==> src/rtl/mole_pkg.sv <==
// Shared types and constants for the whack-a-mole engine.
// Latency: n/a (package only).
// Backpressure: n/a.
package mole_pkg;

    typedef enum logic [1:0] {
        ST_IDLE = 2'd0,
        ST_GAP  = 2'd1,
        ST_SHOW = 2'd2,
        ST_OVER = 2'd3
    } state_t;

    localparam logic [7:0] LFSR_SEED = 8'h01;
    localparam logic [7:0] LFSR_TAPS = 8'hB8;   // taps 8,6,5,4
    localparam logic [2:0] LEVEL_MAX = 3'd7;

    // Durations of zero would stall a countdown; treat them as one cycle.
    function automatic logic [31:0] clamp_min1(input logic [31:0] value);
        return (value == 32'd0) ? 32'd1 : value;
    endfunction

endpackage

==> src/rtl/mole_lfsr.sv <==
// Free-running 8-bit Fibonacci LFSR used to pick the next mole.
// Latency: new value every cycle, registered output.
// Backpressure: none; advances unconditionally in every state.
module mole_lfsr
    import mole_pkg::*;
(
    input  logic       clock,
    input  logic       resetn,
    output logic [7:0] lfsr_o
);

    logic [7:0] lfsr_q;
    logic [7:0] lfsr_d;

    // Shift left, feeding back the XOR of the tapped bits; seed is non-zero so 0 is never reached.
    always_comb begin
        lfsr_d = {lfsr_q[6:0], ^(lfsr_q & LFSR_TAPS)};
    end

    // State register with synchronous active-low reset to the seed.
    always_ff @(posedge clock) begin
        if (!resetn) begin
            lfsr_q <= LFSR_SEED;
        end else begin
            lfsr_q <= lfsr_d;
        end
    end

    assign lfsr_o = lfsr_q;

endmodule

==> src/rtl/mole_game_core.sv <==
// Whack-a-mole engine: mole pick, display/gap timers, scoring, misses, level speed-up.
// Latency: a button sampled at edge k affects hit/score/moles/state after edge k+1.
// Backpressure: none; buttons are sampled every cycle and all outputs are registered.
module mole_game_core
    import mole_pkg::*;
#(
    parameter int NUM_MOLES  = 3,
    parameter int SCORE_W    = 8,
    parameter int TIMER_W    = 28,
    parameter int MAX_MISSES = 3,
    parameter int LEVEL_HITS = 8
) (
    input  logic                 clock,
    input  logic                 resetn,
    input  logic                 game,
    input  logic [NUM_MOLES-1:0] buttons,
    input  logic [TIMER_W-1:0]   speed,
    input  logic [TIMER_W-1:0]   gap,
    output logic [NUM_MOLES-1:0] moles,
    output logic [SCORE_W-1:0]   score,
    output logic [3:0]           misses,
    output logic [2:0]           level,
    output logic                 hit,
    output logic                 game_over
);

    localparam int IDX_W = $clog2(NUM_MOLES);
    localparam int HIT_W = (LEVEL_HITS > 1) ? $clog2(LEVEL_HITS) : 1;

    state_t               state_q, state_d;
    logic [TIMER_W-1:0]   timer_q, timer_d;
    logic [NUM_MOLES-1:0] moles_q, moles_d;
    logic [SCORE_W-1:0]   score_q, score_d;
    logic [3:0]           misses_q, misses_d;
    logic [2:0]           level_q, level_d;
    logic [HIT_W-1:0]     hits_q, hits_d;
    logic                 hit_q, hit_d;
    logic                 game_over_q, game_over_d;
    logic [NUM_MOLES-1:0] btn_q, prev_q;

    logic [7:0]           lfsr;
    logic [IDX_W-1:0]     rnd, mole_idx;
    logic [NUM_MOLES-1:0] pick_mask, edges;
    logic                 lit_edge, wrong_edge;
    logic [31:0]          gap_len, show_len;
    logic [TIMER_W-1:0]   gap_load, show_load;

    mole_lfsr u_lfsr (
        .clock  (clock),
        .resetn (resetn),
        .lfsr_o (lfsr)
    );

    // Derived values: timer reloads, folded mole index, and button rising edges.
    always_comb begin
        gap_len    = clamp_min1(32'(gap));
        show_len   = clamp_min1(clamp_min1(32'(speed)) >> level_q);
        gap_load   = TIMER_W'(gap_len - 32'd1);
        show_load  = TIMER_W'(show_len - 32'd1);
        rnd        = lfsr[IDX_W-1:0];
        mole_idx   = (32'(rnd) < NUM_MOLES) ? rnd : rnd - IDX_W'(NUM_MOLES);
        pick_mask  = NUM_MOLES'(1) << mole_idx;
        edges      = btn_q & ~prev_q;
        lit_edge   = |(edges & moles_q);
        wrong_edge = |(edges & ~moles_q);
    end

    // Next-state and output logic; a hit on the lit mole outranks any wrong press or timeout.
    always_comb begin
        state_d     = state_q;
        timer_d     = timer_q;
        moles_d     = moles_q;
        score_d     = score_q;
        misses_d    = misses_q;
        level_d     = level_q;
        hits_d      = hits_q;
        hit_d       = 1'b0;
        game_over_d = game_over_q;
        if (!game) begin
            state_d     = ST_IDLE;
            moles_d     = '0;
            game_over_d = 1'b0;
        end else begin
            case (state_q)
                ST_IDLE: begin
                    score_d     = '0;
                    misses_d    = '0;
                    level_d     = '0;
                    hits_d      = '0;
                    moles_d     = '0;
                    game_over_d = 1'b0;
                    timer_d     = gap_load;
                    state_d     = ST_GAP;
                end
                ST_GAP: begin
                    if (timer_q == '0) begin
                        state_d = ST_SHOW;
                        timer_d = show_load;
                        moles_d = pick_mask;
                    end else begin
                        timer_d = timer_q - TIMER_W'(1);
                    end
                end
                ST_SHOW: begin
                    if (lit_edge) begin
                        hit_d   = 1'b1;
                        moles_d = '0;
                        state_d = ST_GAP;
                        timer_d = gap_load;
                        if (score_q != {SCORE_W{1'b1}}) begin
                            score_d = score_q + SCORE_W'(1);
                        end
                        if (hits_q == HIT_W'(LEVEL_HITS - 1)) begin
                            hits_d = '0;
                            if (level_q != LEVEL_MAX) begin
                                level_d = level_q + 3'd1;
                            end
                        end else begin
                            hits_d = hits_q + HIT_W'(1);
                        end
                    end else begin
                        if (wrong_edge && score_q != '0) begin
                            score_d = score_q - SCORE_W'(1);
                        end
                        if (timer_q == '0) begin
                            misses_d = misses_q + 4'd1;
                            moles_d  = '0;
                            if (misses_q + 4'd1 == 4'(MAX_MISSES)) begin
                                state_d     = ST_OVER;
                                game_over_d = 1'b1;
                            end else begin
                                state_d = ST_GAP;
                                timer_d = gap_load;
                            end
                        end else begin
                            timer_d = timer_q - TIMER_W'(1);
                        end
                    end
                end
                ST_OVER: begin
                    moles_d     = '0;
                    game_over_d = 1'b1;
                end
                default: state_d = ST_IDLE;
            endcase
        end
    end

    // State, counters and button history with synchronous active-low reset.
    always_ff @(posedge clock) begin
        if (!resetn) begin
            state_q     <= ST_IDLE;
            timer_q     <= '0;
            moles_q     <= '0;
            score_q     <= '0;
            misses_q    <= '0;
            level_q     <= '0;
            hits_q      <= '0;
            hit_q       <= 1'b0;
            game_over_q <= 1'b0;
            btn_q       <= '0;
            prev_q      <= '0;
        end else begin
            state_q     <= state_d;
            timer_q     <= timer_d;
            moles_q     <= moles_d;
            score_q     <= score_d;
            misses_q    <= misses_d;
            level_q     <= level_d;
            hits_q      <= hits_d;
            hit_q       <= hit_d;
            game_over_q <= game_over_d;
            btn_q       <= buttons;
            prev_q      <= btn_q;
        end
    end

    assign moles     = moles_q;
    assign score     = score_q;
    assign misses    = misses_q;
    assign level     = level_q;
    assign hit       = hit_q;
    assign game_over = game_over_q;

endmodule

==> config.mk <==
export PLATFORM = sky130hd
export DESIGN_NAME = mole_game_core
export DESIGN_NICKNAME = d
export VERILOG_FILES = /design/src/rtl/mole_pkg.sv /design/src/rtl/mole_lfsr.sv /design/src/rtl/mole_game_core.sv
export SDC_FILE = /design/constraint.sdc
export NUM_CORES = 1
export LEC_CHECK = 0
export ABC_AREA = 1
export CAP_MARGIN = 5
export CORE_AREA = 2 2 153 95
export CTS_CLUSTER_SIZE = 8
export DETAILED_ROUTE_END_ITERATION = 12
export DIE_AREA = 0 0 155 97
export HOLD_SLACK_MARGIN = 0.15
export PLACE_DENSITY = 0.76
export SLEW_MARGIN = 20
export SYNTH_ARGS = -nofsm -noshare
export SYNTH_HDL_FRONTEND = slang
export SYNTH_SLANG_ARGS = --single-unit
==> constraint.sdc <==
create_clock -name clock -period 5.8 [get_ports clock]
set_input_delay 0.58 -clock clock [delete_from_list [all_inputs] [get_ports clock]]
set_output_delay 0.58 -clock clock [all_outputs]
set_load 0.005 [all_outputs]
After elaboration in Yosys (flattened, before gate mapping)
Index checks and enable logic that the tools add are counted.
W data, S select, Z words.

word-level totals
  bits of input ports = 62
  logic and storage cells = 108
  output and inout port bits = 20
  register bits after elaboration = 67

operators by class
  bitwise operators = 5
  muxes and demuxes = 37
  add/subtract/negate cells = 9
  $lt $le $gt $ge = 1
  equality and inequality tests = 18
  reduce and logical (&&, ||, !) cells = 24
  shift operators = 2

operators by type and width
  kind                     number
  $mux W28                 7
  $logic_not A28 Y1        3
  $pmux W28 S3             1
  $sub A28 B1 Y28 const B  3
  $logic_not A32 Y1        1
  $shr A28 B3 Y32          1
  $mux W3                  8
  $mux W8                  3
  $pmux W8 S2              1
  $ne A2 B2 Y1 const B     7
  $ne A3 B3 Y1 const B     4
  $pmux W3 S2              2
  $reduce_and A3 Y1        4
  $reduce_and A4 Y1        3
  $mux W2                  5
  $and A3 B3 Y3            3
  $pmux W3 S3              1
  $add A8 B1 Y8 const B    1
  $mux W4                  2
  $ne A8 B8 Y1 const B     1
  $pmux W4 S2              1
  $reduce_bool A8 Y1       1
  $reduce_xor A8 Y1        1
  $sub A8 B1 Y8 const B    1
  other kinds (22)         31

Logic depth before layout (Yosys ltp)
Gate-level depths: netlist (run 1).

  depth after elaboration = 8
  depth in mapped cells = 27

Modules after synthesis
From an unflattened synthesis (run 1), not the netlist that was laid out.

second synthesis, totals
  cells, all modules = 1282
  area total of the unflattened synthesis = 7395.8 um^2

modules (own cells, without submodules)
  module          seq. area each (um^2)  instances  area an instance (um^2)  cells an instance
  mole_game_core  1181.1                 1          7053.0                   1233
  mole_lfsr       160.2                  1          342.8                    49

Worst setup path after synthesis (run 1)
Ideal clock, no wire load.

  path kind = register to register
  from = reg level_q[1], in the netlist level[1]
  to = reg timer_q[24]
  library setup time = 0.132 ns
  required time = 5.668 ns
  arrival = 2.834 ns
  stages on the path, launching flop included = 28
  period minus slack after synthesis = 2.966 ns
  setup slack = 2.834 ns
  path through = dfxtp_1 buf_2 inv_2 buf_4 nand3_1 nand2_1 nand2_1 nand2_1 nand2_1 nor2_2 nand2_1 nor2_4 a41oi_2 buf_6 ha_1 inv_1 nor2_1 nand2_1 nor2_4 inv_2 nor2_2 nand2_1 a21oi_1 o21ai_1 nand3_1 nand3_1 nand2_1 a21oi_1

between the ends
  longest elaborated chain between the ends = 6

ends and longest elaborated chain
  element                   RTL line               RTL
  start: declaration        mole_game_core.sv:35   logic [2:0] level_q, level_d;
  start signal: assignment  mole_game_core.sv:169  level_q <= level_d;
  $shr A28 B3 Y32 (*)       mole_game_core.sv:57   show_len = clamp_min1(clamp_min1(32'(speed)) >> level_q);
  $logic_not A32 Y1         mole_pkg.sv:19         return (value == 32'd0) ? 32'd1 : value;
  $mux W28 (*)              mole_pkg.sv:19
  $sub A28 B1 Y28 (*)       mole_game_core.sv:59   show_load = TIMER_W'(show_len - 32'd1);
  $mux W28 (*)              mole_game_core.sv:96   if (timer_q == '0) begin
  $pmux W28 S3 (*)          mole_game_core.sv:84   case (state_q)
  end signal: assignment    mole_game_core.sv:165  timer_q <= timer_d;
  end: declaration          mole_game_core.sv:31   logic [TIMER_W-1:0] timer_q, timer_d;

Mark *: on every way between the ends. The rest lies on a longest branch, timed or not.
A chain may end at the register's enable or synchronous reset.

Worst setup path in the final report (run 1)
  from = reg level_q[0], in the netlist level[0]
  to = reg timer_q[22]

The elaborated chain is that of the path after synthesis.

==> impl_metrics.ini, run 1 <==
[logic_synthesis]
synth-edff-count = 0
synth.top_cell.area_share_pct = 20.0
seq_area_frac_synth_pct = 18.1
syn_area_mm2 = 0.00742
synth_top_family_by_area = simple AND/OR/NAND/NOR gates
synth_fp_nets = 1395
synth_top_cell_by_area = nand2_1
synthTopCellsByArea = nand2_1, dfxtp_1, nand3_1
synth-simple-area-share_pct = 45.9
synthArstFlopShare_pct = 0
synthMostInstantiatedCell = nand2_1
synth.distinct_cells = 52
synth_xor_area_share_pct = 5.55
synth_compound_area_share_pct = 15.4
synth_flop_cell = dfxtp_1
ys_top_cells_by_count = nand2_1, nand3_1, nor2_1
synth_mux_area_share_pct = 0
synth.avg_cell_area_um2 = 5.67
ys_ff_latch = 67
yosys_warnings = 0
synthAdderAreaFrac_pct = 4.15
syn_inst = 1309

[power_and_ir_drop]
total_power_mw = 1.91
power_density_mw_per_mm2 = 223
p_leak_nw = 3.73
sw_frac_of_total_pct = 42.9
vdd_ir_drop_max_mv = 0.119
p_seq_share_pct = 27.7
combPwrFrac_pct = 42.6
clock_power_share_pct = 29.7
switching_power_mw = 0.818
power.internal_mw = 1.09

[clocking]
ctsHoldBuffers = 0
cts_buffers = 9
insertion_delay_ns = 0.34
cts_tree = done
post-cts-setup-buffer-count = 0
root_buffer = clkbuf_16
post_cts_resized = 0
clk_pin_slew_worst_paths_ns = 0.06
htreeDepth = 3
max-clock-path-buffers = 2
cts.sinks = 67

[setup_path]
worst_r2r_path_depth = 23
cp.arrival_ns = 4.42
crit_path_max_fanout = 28
cp-start-kind = flip-flop
cp.required_ns = 6.00
path_common_cell = nand2_1
cpPeakStageDelay_ns = 0.49
end_kind = flip-flop
slowest_stage = dfxtp_1
crit_path_cell_trace = inv_2, nand2_1, nand3_1, nand2_1, nand2_1, nand2_1, nand2_1, nor2_2, nand2_1, nor2_4, a41oi_2, ha_1, inv_1, nor2_1, nand2_1, nor2_1, nand3_1, nor2_1, o21ai_0, a21oi_1, o211ai_1, nand2_1, a21oi_1
criticalPathCategory = reg2reg

[sta]
finalSetupTns_ns = 0
setup_viol = 0
fmax_ghz = 0.237
hold_violations = 0
slew_headroom_pct = 24.8
setup_ws_ns = 1.58
maxSlewViolCount = 0
clock_skew_ns = 0.00670
fin_crit_ns = 4.22
rsz0062_at_grt = no
tightest_slew_ns = 1.12
fin_crit_sh_pct = 72.7

[global_route]
gr-total-overflow = 0
grt_max_degree = 50
grt_pass1_wl_um = 40600
antenna_found_initial = 0
grt_pass1_vias = 7697
track_usage_pct = 33.6

[drt]
totalWireLength_um = 25100
route.detailed.drc = 0
drt_iter0_drc = 1292
dr.pass1.iters = 5
antenna_left = 0
avgViaCountPerCell = 5.72
vias = 8798
wl_per_cell_um = 16.3

[die]
start_util_pct = 54.9
die_w_um = 155
die_h_um = 97
die_area_mm2 = 0.0150
coreArea_mm2 = 0.0135
num_rows = 33
ios = 82

[layout]
areaGrowthSynthToFinish_pct = 15.4
antenna_cells = 0
nets = 1444
fin_cells = 1538
drive_above_1_share_pct = 7.48

[run]
drv_cap = 0

[place]
routabilityCongestion = 1.06
dpl.hpwl_um = 19200
preCtsSetupSlack_ns = 1.67
dp.cells = 1522
port_buffers = 81

[min_path]
hold_depth = 2
hp-class = reg2reg

[run_status]
status = finished, final reports clean
final cells by class:
class / count / area (um2)
flip-flops and latches: 67 / 1340
fillers: 1326 / 4940
clock buffers: 9 / 225
well taps: 175 / 219
multi-input cells: 1045 / 5280
repair buffers: 91 / 886
inverters: 144 / 541
clock inverters: 7 / 76.3
worst paths after layout:
path / startpoint / endpoint / slack [ns]
worst min-delay path: u_lfsr.lfsr_o[6] / u_lfsr.lfsr_o[7] / 0.42
worst max register to register: level[0] / timer_q[22] / 1.58
worst max-delay path: level[0] / timer_q[22] / 1.58
worst min register to register: u_lfsr.lfsr_o[6] / u_lfsr.lfsr_o[7] / 0.42
power groups by stage:
stage	sequential [mW]	combinational [mW]	clock, mW
2_1_floorplan	0.525	0.566	0
3_3_place_gp	0.536	0.774	0
3_5_place_dp	0.536	0.776	0
4_1_cts	0.526	0.783	0.567
5_1_grt	0.532	0.895	0.592
6_report	0.528	0.811	0.566
sequential cells by signal (all words and copies together), names as in the netlist:
register and flops:
timer_q 28, score 8, u_lfsr.lfsr_o 8, misses 4, btn_q 3, hits_q 3, level 3, moles 3
prev_q 3, state_q 2, game_over 1, hit 1
logic make-up (layout without fill, tap and decap cells):
family	after synthesis	in the layout
compound gates	198	198
xor+xnor	47	47
fa+ha+maj	24	24
buf+inv	197	251
flops	67	67
simple gates	776	776
metal layers:
metal	vias up	GRT usage, %	wire [um]
met5	-	0	0
li1	4376	-	-
met1	3897	52.8	12400
met3	27	13.4	3610
met4	0	5.70	208
met2	498	41.8	8890
placed cells by master (no fill, tap or decap), types with 4 or more instances in the layout:
cell	instances
dfxtp_1	67
or2_1	4
a31oi_1	7
o211ai_1	17
nand3_1	137
o21ai_0	37
nand2_1	395
ha_1	23
nor2_2	11
nor3_1	18
clkbuf_16	9
nor2_4	4
a211oi_1	5
xnor2_1	18
inv_2	21
inv_1	121
nand4_1	26
clkdlybuf4s50_1	81
a21oi_1	99
xor2_1	29
o21ai_1	11
nor4_1	9
nand2_2	21
or2_2	6
buf_4	10
nor2_1	133
metrics by stage:
step                utilization [%]  area [um2]  hold WS, ns
floorplan                         -        7420        0.390
global placement               61.2        8260        0.396
detailed placement             61.2        8260        0.400
CTS                            63.4        8560        0.414
global route                   63.4        8560        0.445
finish                         63.4        8560        0.415
worst max-delay path: cells and delay by family (launching register included):
family / cells / cell delay (ns)
DFF: 1 / 0.49
adders and majority gates: 1 / 0.26
buffers and inverters: 2 / 0.51
and+or+nand+nor: 15 / 1.95
AOI/OAI and AO/OA: 5 / 0.84
(Power assumes the default switching activity.)
==> run 2, diff against run 1 <==
==> constraint.sdc (replaced) <==
create_clock -name clock -period 4.4 [get_ports clock]
set_input_delay 0.44 -clock clock [delete_from_list [all_inputs] [get_ports clock]]
set_output_delay 0.44 -clock clock [all_outputs]
set_load 0.005 [all_outputs]
==> impl_metrics.ini, run 2 (synthesis results as in run 1) <==
[run_status]
status = finished, final reports clean

[global_route]
grt_max_degree = 37
grt_pass1_wl_um = 41800
gr-total-overflow = 0
grt_pass1_vias = 7802
track_usage_pct = 34.8
antenna_found_initial = 0

[layout]
drive_above_1_share_pct = 7.82
n_fill_cell = 1322
nets = 1450
largest_register_ffs = 28
mostFrequentLayoutCell = nand2_1
antenna_cells = 0
regMostFlops = timer_q
final_cell_mix = nand2_1, nand3_1, nor2_1
areaGrowthSynthToFinish_pct = 16.3

[die]
coreArea_mm2 = 0.0135
die_w_um = 155
die_area_mm2 = 0.0150
ios = 82
die_h_um = 97
num_rows = 33
start_util_pct = 54.9

[setup_path]
cp_num_cells = 24
cp.arrival_ns = 3.94
worstSetupStartpoint = level[0]
crit_path_max_fanout = 28
crit_path_cell_trace = inv_2, nand2_1, nand3_1, nand2_1, nand2_1, nand2_2, nand2_1, nor2_1, nand2_1, nor2_4, a41oi_2, ha_1, inv_1, nor2_1, nand2_1, nor2_4, inv_2, nor2_2, nand2_1, o21ai_1, nand3_1, nand3_1, nand2_1, a21oi_1
r2r_end = timer_q[24]
cp.required_ns = 4.67
critPathCapture = timer_q[24]
path_common_cell = nand2_1
slowest_stage = inv_2
end_kind = flip-flop
criticalPathCategory = reg2reg
cp-start-kind = flip-flop
ff2ff_setup_slack_ns = 0.73
worst_r2r_path_depth = 24
path_buf_inv = 3
path_delay_family = simple AND/OR/NAND/NOR gates
cpPeakStageDelay_ns = 0.38
reg2reg_from = level[0]

[clocking]
cts.sinks = 67
ctsHoldBuffers = 0
insertion_delay_ns = 0.34
post_cts_resized = 0
htreeDepth = 3
post-cts-setup-buffer-count = 0
max-clock-path-buffers = 2
clk_pin_slew_worst_paths_ns = 0.06
cts_tree = done
cts_buffers = 9
root_buffer = clkbuf_16

[sta]
maxSlewViolCount = 0
rsz0062_at_grt = no
setup_viol = 0
clock_skew_ns = 0.0110
fin_crit_sh_pct = 83.5
slew_headroom_pct = 37.9
setup_ws_ns = 0.727
hold_violations = 0
fin_crit_ns = 3.67
finalSetupTns_ns = 0
tightest_slew_ns = 0.926
fmax_ghz = 0.272

[power_and_ir_drop]
combPwrFrac_pct = 42.5
vdd_ir_drop_max_mv = 0.245
p_leak_nw = 3.77
switching_power_mw = 1.09
total_power_mw = 2.58
power_density_mw_per_mm2 = 299
p_seq_share_pct = 26.9
clock_power_share_pct = 30.7
power.internal_mw = 1.50
sw_frac_of_total_pct = 42.1

[min_path]
hp-class = reg2reg
hold_depth = 2

[place]
dpl.hpwl_um = 20000
routabilityCongestion = 1.07
preCtsSetupSlack_ns = 0.710
port_buffers = 81

[run]
drv_cap = 0

[drt]
dr.pass1.iters = 5
drt_iter0_drc = 1358
vias = 8886
avgViaCountPerCell = 5.76
antenna_left = 0
totalWireLength_um = 26100
wl_per_cell_um = 16.9
route.detailed.drc = 0
==> run 2: cell types whose count changed in the layout (fill, tap and decap cells not counted), sizes merged <==
cell and change:
buf +6, bufinv +1, clkbuf +1, clkinv +1, clkinvlp -1, inv -2
==> run 2: power by group through the flow <==
stage                     Clock, mW  Combinational, mW  Sequential [mW]
after floorplan                   0              0.746            0.692
after global placement            0               1.04            0.703
after detailed placement          0               1.05            0.704
after CTS                     0.795               1.05            0.692
after global routing          0.820               1.20            0.699
final                         0.792               1.10            0.695
==> run 2: worst min path at each step <==
stage	end	slack, ns	from
after floorplan	u_lfsr.lfsr_o[3]	0.39	u_lfsr.lfsr_o[2]
after global placement	u_lfsr.lfsr_o[7]	0.40	u_lfsr.lfsr_o[6]
after detailed placement	u_lfsr.lfsr_o[3]	0.41	u_lfsr.lfsr_o[2]
after CTS	u_lfsr.lfsr_o[3]	0.43	u_lfsr.lfsr_o[2]
after global routing	u_lfsr.lfsr_o[3]	0.45	u_lfsr.lfsr_o[2]
final	u_lfsr.lfsr_o[3]	0.42	u_lfsr.lfsr_o[2]
==> run 2: layout make-up <==
class / count / area, um2 / area share [%]
multi-input combinational: 1045 / 5280 / 61.2
sequential: 67 / 1340 / 15.5
timing repair buffer: 97 / 931 / 10.8
inverter: 144 / 541 / 6.27
clock buffer: 10 / 229 / 2.65
tap: 175 / 219 / 2.54
clock inverter: 6 / 90.1 / 1.04
==> run 2: stage by stage <==
stage               util (%)  instances  cell area, um2  hold WS, ns
floorplan                  -       1309            7420        0.390
global placement        61.5       1528            8310        0.396
detailed placement      61.5       1528            8310        0.410
CTS                     63.9       1544            8630        0.428
global route            63.9       1544            8630        0.453
finish                  63.9       1544            8630        0.425
==> run 2: routing by layer <==
metal / part of all wire [%] / wire, um / track usage [%]
met5: 0 / 0 / 0
met4: 0.92 / 241 / 5.20
met3: 15 / 4000 / 12.1
met2: 35 / 9120 / 43.3
met1: 49 / 12700 / 55.9
==> run 2: worst reg2reg max path, stage by stage, from the launching register on <==
cell and delay, ns:
dfxtp_1 0.33, inv_2 0.38, nand2_1 0.19, nand3_1 0.11
nand2_1 0.08, nand2_1 0.08, nand2_2 0.11, nand2_1 0.14
nor2_1 0.06, nand2_1 0.17, nor2_4 0.08, a41oi_2 0.16
ha_1 0.19, inv_1 0.04, nor2_1 0.12, nand2_1 0.19
nor2_4 0.24, inv_2 0.08, nor2_2 0.10, nand2_1 0.07
o21ai_1 0.31, nand3_1 0.12, nand3_1 0.09, nand2_1 0.05
a21oi_1 0.12
==> run 3, diff against run 2 <==
==> constraint.sdc (replaced) <==
create_clock -name clock -period 3.4 [get_ports clock]
set_input_delay 0.34 -clock clock [delete_from_list [all_inputs] [get_ports clock]]
set_output_delay 0.34 -clock clock [all_outputs]
set_load 0.005 [all_outputs]
==> impl_metrics.ini, run 3 (synthesis results as in run 1) <==
[setup_path]
path_common_cell = nand2_1
cp.arrival_ns = 3.47
cp_num_cells = 24
end_kind = flip-flop
crit_path_cell_trace = buf_8, buf_6, nand2_1, nand3_1, nand2_1, nand2_1, nand2_1, nand2_2, nor2_2, nand2_2, nor2_4, a41oi_2, ha_2, inv_1, nor2_2, nand2_2, nor2_4, nand3_2, o21ai_0, nand3_1, nand3_1, nand3_1, nand2_1, a21oi_1
path_delay_family = simple AND/OR/NAND/NOR gates
worst_r2r_path_depth = 24
r2r_end = timer_q[26]
cp-start-kind = flip-flop
slowest_stage = dfxtp_4
crit_path_max_fanout = 7
ff2ff_setup_slack_ns = 0.16
cp.required_ns = 3.62
criticalPathCategory = reg2reg
path_buf_inv = 3
cpPeakStageDelay_ns = 0.44
reg2reg_from = level[0]

[die]
die_area_mm2 = 0.0150
start_util_pct = 54.9
ios = 82
die_w_um = 155
num_rows = 33
die_h_um = 97
coreArea_mm2 = 0.0135

[layout]
areaGrowthSynthToFinish_pct = 23.2
drive_above_1_share_pct = 12.4
antenna_cells = 0
fin_cells = 1600
final_cell_mix = nand2_1, nand3_1, nor2_1
mostFrequentLayoutCell = nand2_1
postLayoutCoreUtil_pct = 67.7
largest_register_ffs = 28
multi_input_area_mm2 = 0.00532
fin_area_mm2 = 0.00914
n_fill_cell = 1252
seq_area_mm2 = 0.00135
nets = 1506
regMostFlops = timer_q

[power_and_ir_drop]
power.internal_mw = 2.00
sw_frac_of_total_pct = 41.9
switching_power_mw = 1.44
clock_power_share_pct = 27.6
combPwrFrac_pct = 46.2
vdd_ir_drop_max_mv = 0.225
p_leak_nw = 4.06
power_density_mw_per_mm2 = 377
total_power_mw = 3.45
p_seq_share_pct = 26.2

[min_path]
min_from = u_lfsr.lfsr_o[6]
hold_depth = 2
hp-class = reg2reg
hold_path_end = u_lfsr.lfsr_o[7]

[sta]
finalSetupTns_ns = 0
slew_headroom_pct = 43.0
tightest_slew_ns = 0.849
maxSlewViolCount = 0
clock_skew_ns = 0.00772
fmax_ghz = 0.308
hold_violations = 0
fin_crit_ns = 3.24
whs_ns = 0.415
setup_ws_ns = 0.156
setup_viol = 0
fin_crit_sh_pct = 95.4

[global_route]
grt_pass1_wl_um = 41900
track_usage_pct = 34.5
grt_max_degree = 31
gr-total-overflow = 0
grt_pass1_vias = 7881
antenna_found_initial = 0

[drt]
vias = 9190
dr.pass1.iters = 6
antenna_left = 0
wl_per_cell_um = 16.4
avgViaCountPerCell = 5.74
route.detailed.drc = 0
drt_iter0_drc = 1118
totalWireLength_um = 26300

[clocking]
htreeDepth = 3
insertion_delay_ns = 0.34
cts.sinks = 67
cts_buffers = 9
cts_tree = done
clk_pin_slew_worst_paths_ns = 0.06
ctsHoldBuffers = 0
max-clock-path-buffers = 2
root_buffer = clkbuf_16

[place]
dpl.hpwl_um = 20300
port_buffers = 81
place_area_mm2 = 0.00868
routabilityCongestion = 1.03
dp.cells = 1576
preCtsSetupSlack_ns = -0.0837

[run]
drv_cap = 0

[run_status]
status = finished, final reports clean
[run 3: worst max path at each step]
stage	startpoint	end	slack, ns
2_1_floorplan	level[1]	timer_q[24]	0.43
3_3_place_gp	speed[22]	timer_q[26]	-0.01
3_5_place_dp	speed[27]	timer_q[26]	-0.08
4_1_cts	level[0]	timer_q[26]	0.1
5_1_grt	level[0]	timer_q[24]	-0.03
6_report	level[0]	timer_q[26]	0.16
[run 3: tightest hold or removal path, cell delays in order (launching register included)]
cell and delay [ns]:
dfxtp_1 0.31, nand2_1 0.05, inv_1 0.04
[run 3: repair_timing]
action / in CTS / in global routing
setup endpoints to repair: 1 / 10
cloned: 0 / 2
buffers inserted: 0 / 6
gates resized for setup: 1 / 24
pin swaps: 0 / 11
[run 3: area by class of cell]
| type | count | area share [%] |
|---|---|---|
| inverter | 144 | 5.99 |
| sequential | 67 | 14.7 |
| timing repair buffer | 153 | 15.5 |
| multi-input combinational | 1045 | 58.2 |
| clock inverter | 6 | 0.725 |
| clock buffer | 10 | 2.50 |
| tap | 175 | 2.39 |
[run 3: power groups by stage]
stage	sequential (mW)	combinational [mW]	clock, mW
after floorplan	0.896	0.965	0
after global placement	0.912	1.47	0
after detailed placement	0.913	1.48	0
after CTS	0.897	1.49	0.942
after global routing	0.909	1.74	0.991
final	0.902	1.59	0.952
[run 3: metal layers]
metal / vias to the layer above / GRT usage (%) / wire [um]
met3: 28 / 11.6 / 4200
met5: - / 0 / 0
met2: 575 / 43.6 / 9240
met1: 4074 / 55.3 / 12600
li1: 4513 / - / -
met4: 0 / 5.06 / 264
